<file path="src/rtl/deswitch_write_arbiter_pkg.sv">
// Shared constants and helpers for the register-bank write arbiter.
// Default sizing, write counter width and the one-hot decoder used for ack and reg_en.
package deswitch_arb_pkg;

    localparam int unsigned DEF_NREQ   = 4;
    localparam int unsigned DEF_NREG   = 8;
    localparam int unsigned DEF_WIDTH  = 8;
    localparam int unsigned WCOUNT_W   = 8;
    localparam int unsigned ONEHOT_MAX = 32;

    // Callers slice the low bits they need; NREQ and NREG never exceed ONEHOT_MAX.
    function automatic logic [ONEHOT_MAX-1:0] onehot(input int unsigned idx);
        logic [ONEHOT_MAX-1:0] v;
        v = {{(ONEHOT_MAX-1){1'b0}}, 1'b1} << idx;
        return v;
    endfunction

endpackage

</file>
<file path="src/rtl/deswitch_write_arbiter_rr_pick.sv">
// Combinational round-robin picker.
// Scans req starting at ptr and wrapping modulo NREQ; reports the first set bit.
module rr_pick
    import deswitch_arb_pkg::*;
#(
    parameter int unsigned NREQ  = DEF_NREQ,
    parameter int unsigned PTR_W = 2
) (
    input  logic [NREQ-1:0]  req,
    input  logic [PTR_W-1:0] ptr,
    output logic             valid,
    output logic [PTR_W-1:0] winner
);

    int unsigned w_idx;

    always_comb begin
        valid  = 1'b0;
        winner = '0;
        w_idx  = 0;
        for (int unsigned i = 0; i < NREQ; i++) begin
            w_idx = (32'(ptr) + i) % NREQ;
            if (!valid && req[w_idx]) begin
                valid  = 1'b1;
                winner = PTR_W'(w_idx);
            end
        end
    end

endmodule

</file>
<file path="src/rtl/deswitch_write_arbiter.sv">
// Round-robin arbiter sharing the write port of an enable-gated register bank.
// All outputs are registered; ptr rotates past each winner so it becomes lowest priority.
module deswitch_write_arbiter
    import deswitch_arb_pkg::*;
#(
    parameter int unsigned NREQ  = DEF_NREQ,
    parameter int unsigned NREG  = DEF_NREG,
    parameter int unsigned WIDTH = DEF_WIDTH
) (
    input  logic                     clk,
    input  logic                     reset,
    input  logic [NREQ-1:0]          req,
    input  logic [NREQ*$clog2(NREG)-1:0] req_addr,
    input  logic [NREQ*WIDTH-1:0]    req_data,
    output logic [NREQ-1:0]          ack,
    output logic [NREG-1:0]          reg_en,
    output logic [WIDTH-1:0]         reg_d,
    output logic                     busy,
    output logic [WCOUNT_W-1:0]      write_count
);

    localparam int unsigned ADDR_W = $clog2(NREG);
    localparam int unsigned PTR_W  = (NREQ > 2) ? $clog2(NREQ) : 1;

    logic [PTR_W-1:0]      r_ptr;
    logic [NREQ-1:0]       r_ack;
    logic [NREG-1:0]       r_reg_en;
    logic [WIDTH-1:0]      r_reg_d;
    logic                  r_busy;
    logic [WCOUNT_W-1:0]   r_count;

    logic                  w_valid;
    logic [PTR_W-1:0]      w_winner;
    logic [PTR_W-1:0]      w_ptr_nxt;
    logic [ADDR_W-1:0]     w_addr;
    logic [WIDTH-1:0]      w_data;
    logic [ONEHOT_MAX-1:0] w_ack_oh;
    logic [ONEHOT_MAX-1:0] w_en_oh;

    rr_pick #(
        .NREQ  (NREQ),
        .PTR_W (PTR_W)
    ) u_pick (
        .req    (req),
        .ptr    (r_ptr),
        .valid  (w_valid),
        .winner (w_winner)
    );

    always_comb begin
        w_addr = '0;
        w_data = '0;
        for (int unsigned i = 0; i < NREQ; i++) begin
            if (w_winner == PTR_W'(i)) begin
                w_addr = req_addr[i*ADDR_W +: ADDR_W];
                w_data = req_data[i*WIDTH +: WIDTH];
            end
        end
    end

    assign w_ack_oh  = onehot(32'(w_winner));
    assign w_en_oh   = onehot(32'(w_addr));
    assign w_ptr_nxt = (w_winner == PTR_W'(NREQ - 1)) ? '0 : w_winner + 1'b1;

    always_ff @(posedge clk or posedge reset) begin
        if (reset) begin
            r_ptr    <= '0;
            r_ack    <= '0;
            r_reg_en <= '0;
            r_reg_d  <= '0;
            r_busy   <= 1'b0;
            r_count  <= '0;
        end else if (w_valid) begin
            r_ptr    <= w_ptr_nxt;
            r_ack    <= w_ack_oh[NREQ-1:0];
            r_reg_en <= w_en_oh[NREG-1:0];
            r_reg_d  <= w_data;
            r_busy   <= 1'b1;
            r_count  <= r_count + 1'b1;
        end else begin
            // Idle edge: reg_d, ptr and the count keep their last values.
            r_ack    <= '0;
            r_reg_en <= '0;
            r_busy   <= 1'b0;
        end
    end

    assign ack         = r_ack;
    assign reg_en      = r_reg_en;
    assign reg_d       = r_reg_d;
    assign busy        = r_busy;
    assign write_count = r_count;

endmodule

</file>
<file path="config.mk">
export PLATFORM = sky130hd
export DESIGN_NAME = deswitch_write_arbiter
export DESIGN_NICKNAME = d
export VERILOG_FILES = /design/src/rtl/deswitch_write_arbiter_pkg.sv /design/src/rtl/deswitch_write_arbiter_rr_pick.sv /design/src/rtl/deswitch_write_arbiter.sv
export SDC_FILE = /design/constraint.sdc
export NUM_CORES = 1
export LEC_CHECK = 0
export CORE_MARGIN = 1.5
export CORE_UTILIZATION = 44
export DETAILED_ROUTE_END_ITERATION = 10
export GPL_TIMING_DRIVEN = 0
export MAX_ROUTING_LAYER = met4
export PLACE_DENSITY = 0.85
export SLEW_MARGIN = 5
export SYNTH_ARGS = -nofsm -noshare
export SYNTH_HDL_FRONTEND = slang
export SYNTH_SLANG_ARGS = --single-unit
</file>
<file path="constraint.sdc">
create_clock -name clk -period 3.5 [get_ports clk]
set_input_delay 0.7 -clock clk [delete_from_list [all_inputs] [get_ports clk]]
set_output_delay 0.7 -clock clk [all_outputs]
set_load 0.01 [all_outputs]
</file>
==> flow_summary.json <==
{
  "grt_pass1_vias": 1617,
  "drt_iter0_markers": 85,
  "cts.htree.levels": 2,
  "synthCells": 176,
  "grt.overflow.total": 0,
  "dp_hpwl_um": 3120,
  "grt_usage": 0.232,
  "cts_resized": 0,
  "synth_fp_nets": 231,
  "timing.final.crit_share": 0.897,
  "fillers": 287,
  "syn_to_final_growth_pct": 57.7,
  "die_w_um": 64.4,
  "syn_area_per_cell_um2": 9.43,
  "cp_max_fo": 10,
  "ys_warn_count": 0,
  "finalNonFillerCells": 310,
  "syn_area_mm2": 0.00166,
  "worst_r2r_endpoint": "reg_d[3]",
  "max_cap_violations": 0,
  "hold_viol": 0,
  "grt_pass1_wl_um": 7130,
  "synth_edf_count": 0,
  "synthTopCellsByArea": "dfrtp_1, a21oi_1, nand2_1",
  "totalPowerFinal_mw": 2.02,
  "via_per_inst": 5.13,
  "endpoint_kind": "register",
  "slew_headroom": 0.261,
  "worstReg2RegStart": "r_ptr[0]",
  "power_density_mw_per_mm2": 773,
  "synth_flop_cell": "dfrtp_1",
  "worst_slack_ps": 360,
  "final_layout_size_suffix_gt1_frac": 0.0763,
  "drtPass1Iterations": 4,
  "yosysMostFrequentCell": "dfrtp_1",
  "setup_viol_count_final": 0,
  "fmax_ghz": 0.318,
  "ys_seq_elements": 31,
  "finalClockSkew_ps": 4.94,
  "grt_antenna_before_repair": 0,
  "reg2reg_slack_ps": 900,
  "clock_sinks": 31,
  "cts-buffers-inserted": 5,
  "drv_slew": 0,
  "holdWs_ps": 472,
  "synth_top_area_frac": 0.467,
  "clock_latency_ps": 290,
  "row_count": 22,
  "vdd_drop_max_mv": 0.372,
  "min_path_cells": 1,
  "cp-endpoint": "reg_d[3]",
  "postPlaceCellArea_mm2": 0.00250,
  "die_y_um": 64.4,
  "reg2regPathDepth": 9,
  "cts_hold_buf": 0,
  "wl_um": 4110,
  "drc": 0,
  "gp_congestion": 0.853,
  "synth_area_leader_cell": "dfrtp_1",
  "final_nets": 316,
  "crit_required_ps": 3680,
  "setup_tns_ps": 0,
  "fin_crit_ps": 3140,
  "antenna_cells": 0,
  "synthArstFlopShare": 1.00,
  "ant_nets": 0,
  "coreArea_mm2": 0.00363,
  "pin_count": 79,
  "vias": 1590,
  "design_area_mm2": 0.00262,
  "clk_path_buf_depth": 2,
  "numPortBuffers": 78,
  "outcome": "complete, no violations",
  "cp-startpoint": "req[1]",
  "p_leak_nw": 1.16,
  "ys_types": 33,
  "start_kind": "input port",
  "cts_tree": "built",
  "final_util": 0.721,
  "grt_max_degree": 32,
  "initial_core_util": 0.457,
  "worstMarginPinSlew_ps": 1110,
  "rsz0062_at_grt": "false",
  "worst-setup-path-type": "in2reg",
  "clkTransAtPathRegs_ps": 70,
  "pre_cts_slack_ps": 50.0,
  "post-place-cells": 302,
  "routedWlPerCell_um": 13.2,
  "yosysSeqAreaShare": 0.467,
  "hp-class": "reg2reg",
  "cp.arrival_ps": 3320,
  "die_area_mm2": 0.00415,
  "post_cts.repair.setup_buffers": 0,
  "ys_top_cells_by_count": "dfrtp_1, a21oi_1, nand2_1",
  "cts_root_buffer": "clkbuf_8"
}
[routing by layer]
| metal | part of all wire | track usage | wire length [um] | up-vias |
|---|---|---|---|---|
| li1 | - | - | - | 775 |
| met1 | 0.40 | 0.256 | 1630 | 727 |
| met2 | 0.51 | 0.395 | 2100 | 77 |
| met3 | 0.068 | 0.0660 | 279 | 11 |
| met4 | 0.023 | 0.0984 | 95 | 0 |
| met5 | 0 | - | 0 | - |
[state kept, by name, summed over array words and instances, names as in the netlist]
register / flops
busy: 1
r_ptr: 2
reg_d: 8
reg_en: 8
write_count: 8
ack: 4
[area by class of cell]
class / instances / area (um^2) / share of cell area
Buffer: 10 / 70.1 / 0.0268
Inverter: 12 / 45.0 / 0.0172
Sequential cell: 31 / 776 / 0.296
Tap cell: 48 / 60.1 / 0.0229
Clock inverter: 2 / 35.0 / 0.0134
Multi-Input combinational cell: 123 / 769 / 0.294
Timing Repair Buffer: 78 / 781 / 0.298
Clock buffer: 6 / 82.6 / 0.0315
[placed cells by master, fill, tap and decap left out]
master,count
nand4_1,1
clkdlybuf4s50_1,78
nor3_1,9
o22ai_1,2
a22oi_1,6
nand2b_2,1
xor2_1,4
a21oi_1,20
dfrtp_1,31
ha_1,5
clkbuf_1,3
nand4_4,1
clkinv_2,1
nand3_1,2
clkbuf_8,6
or4_4,1
inv_1,12
buf_4,2
bufinv_16,1
a31oi_1,2
buf_6,3
or3b_1,1
o211ai_1,4
a21o_1,1
a211oi_1,1
o211a_1,3
and2_1,4
o22a_1,1
xnor2_1,3
mux2_4,2
buf_2,2
nand2_1,18
nand2b_1,6
nor2b_1,2
o21ai_0,7
a221o_1,2
nor2_1,14
[cells by family after synthesis]
group | share of synthesized area
and+or+nand+nor | 0.185
muxes | 0.0181
xor gates and xnor gates | 0.0369
DFF | 0.467
AOI/OAI and AO/OA | 0.186
adders and majority gates | 0.0377
buffers and inverters | 0.0693
[critical path: stages]
cell and delay, ps:
clkdlybuf4s50_1 540, nand2b_1 130, a21oi_1 70, a211oi_1 480, ha_1 310, buf_2 240, clkbuf_1 360, o21ai_0 200
a22oi_1 180, a21oi_1 90
[where the power goes]
group / total [mW] / switching [mW] / internal [mW]
sequential: 0.617 / 0.105 / 0.512
clock: 0.368 / 0.138 / 0.230
combinational: 1.04 / 0.486 / 0.552
total: 2.02 / 0.729 / 1.29
[worst min-delay path by stage]
stage | start | endpoint
finish | write_count[7] | write_count[7]
global route | write_count[7] | write_count[7]
CTS | write_count[7] | write_count[7]
detailed placement | write_count[7] | write_count[7]
global placement | write_count[7] | write_count[7]
floorplan | r_ptr[0] | r_ptr[0]
Power figures use the tool's default switching activity.
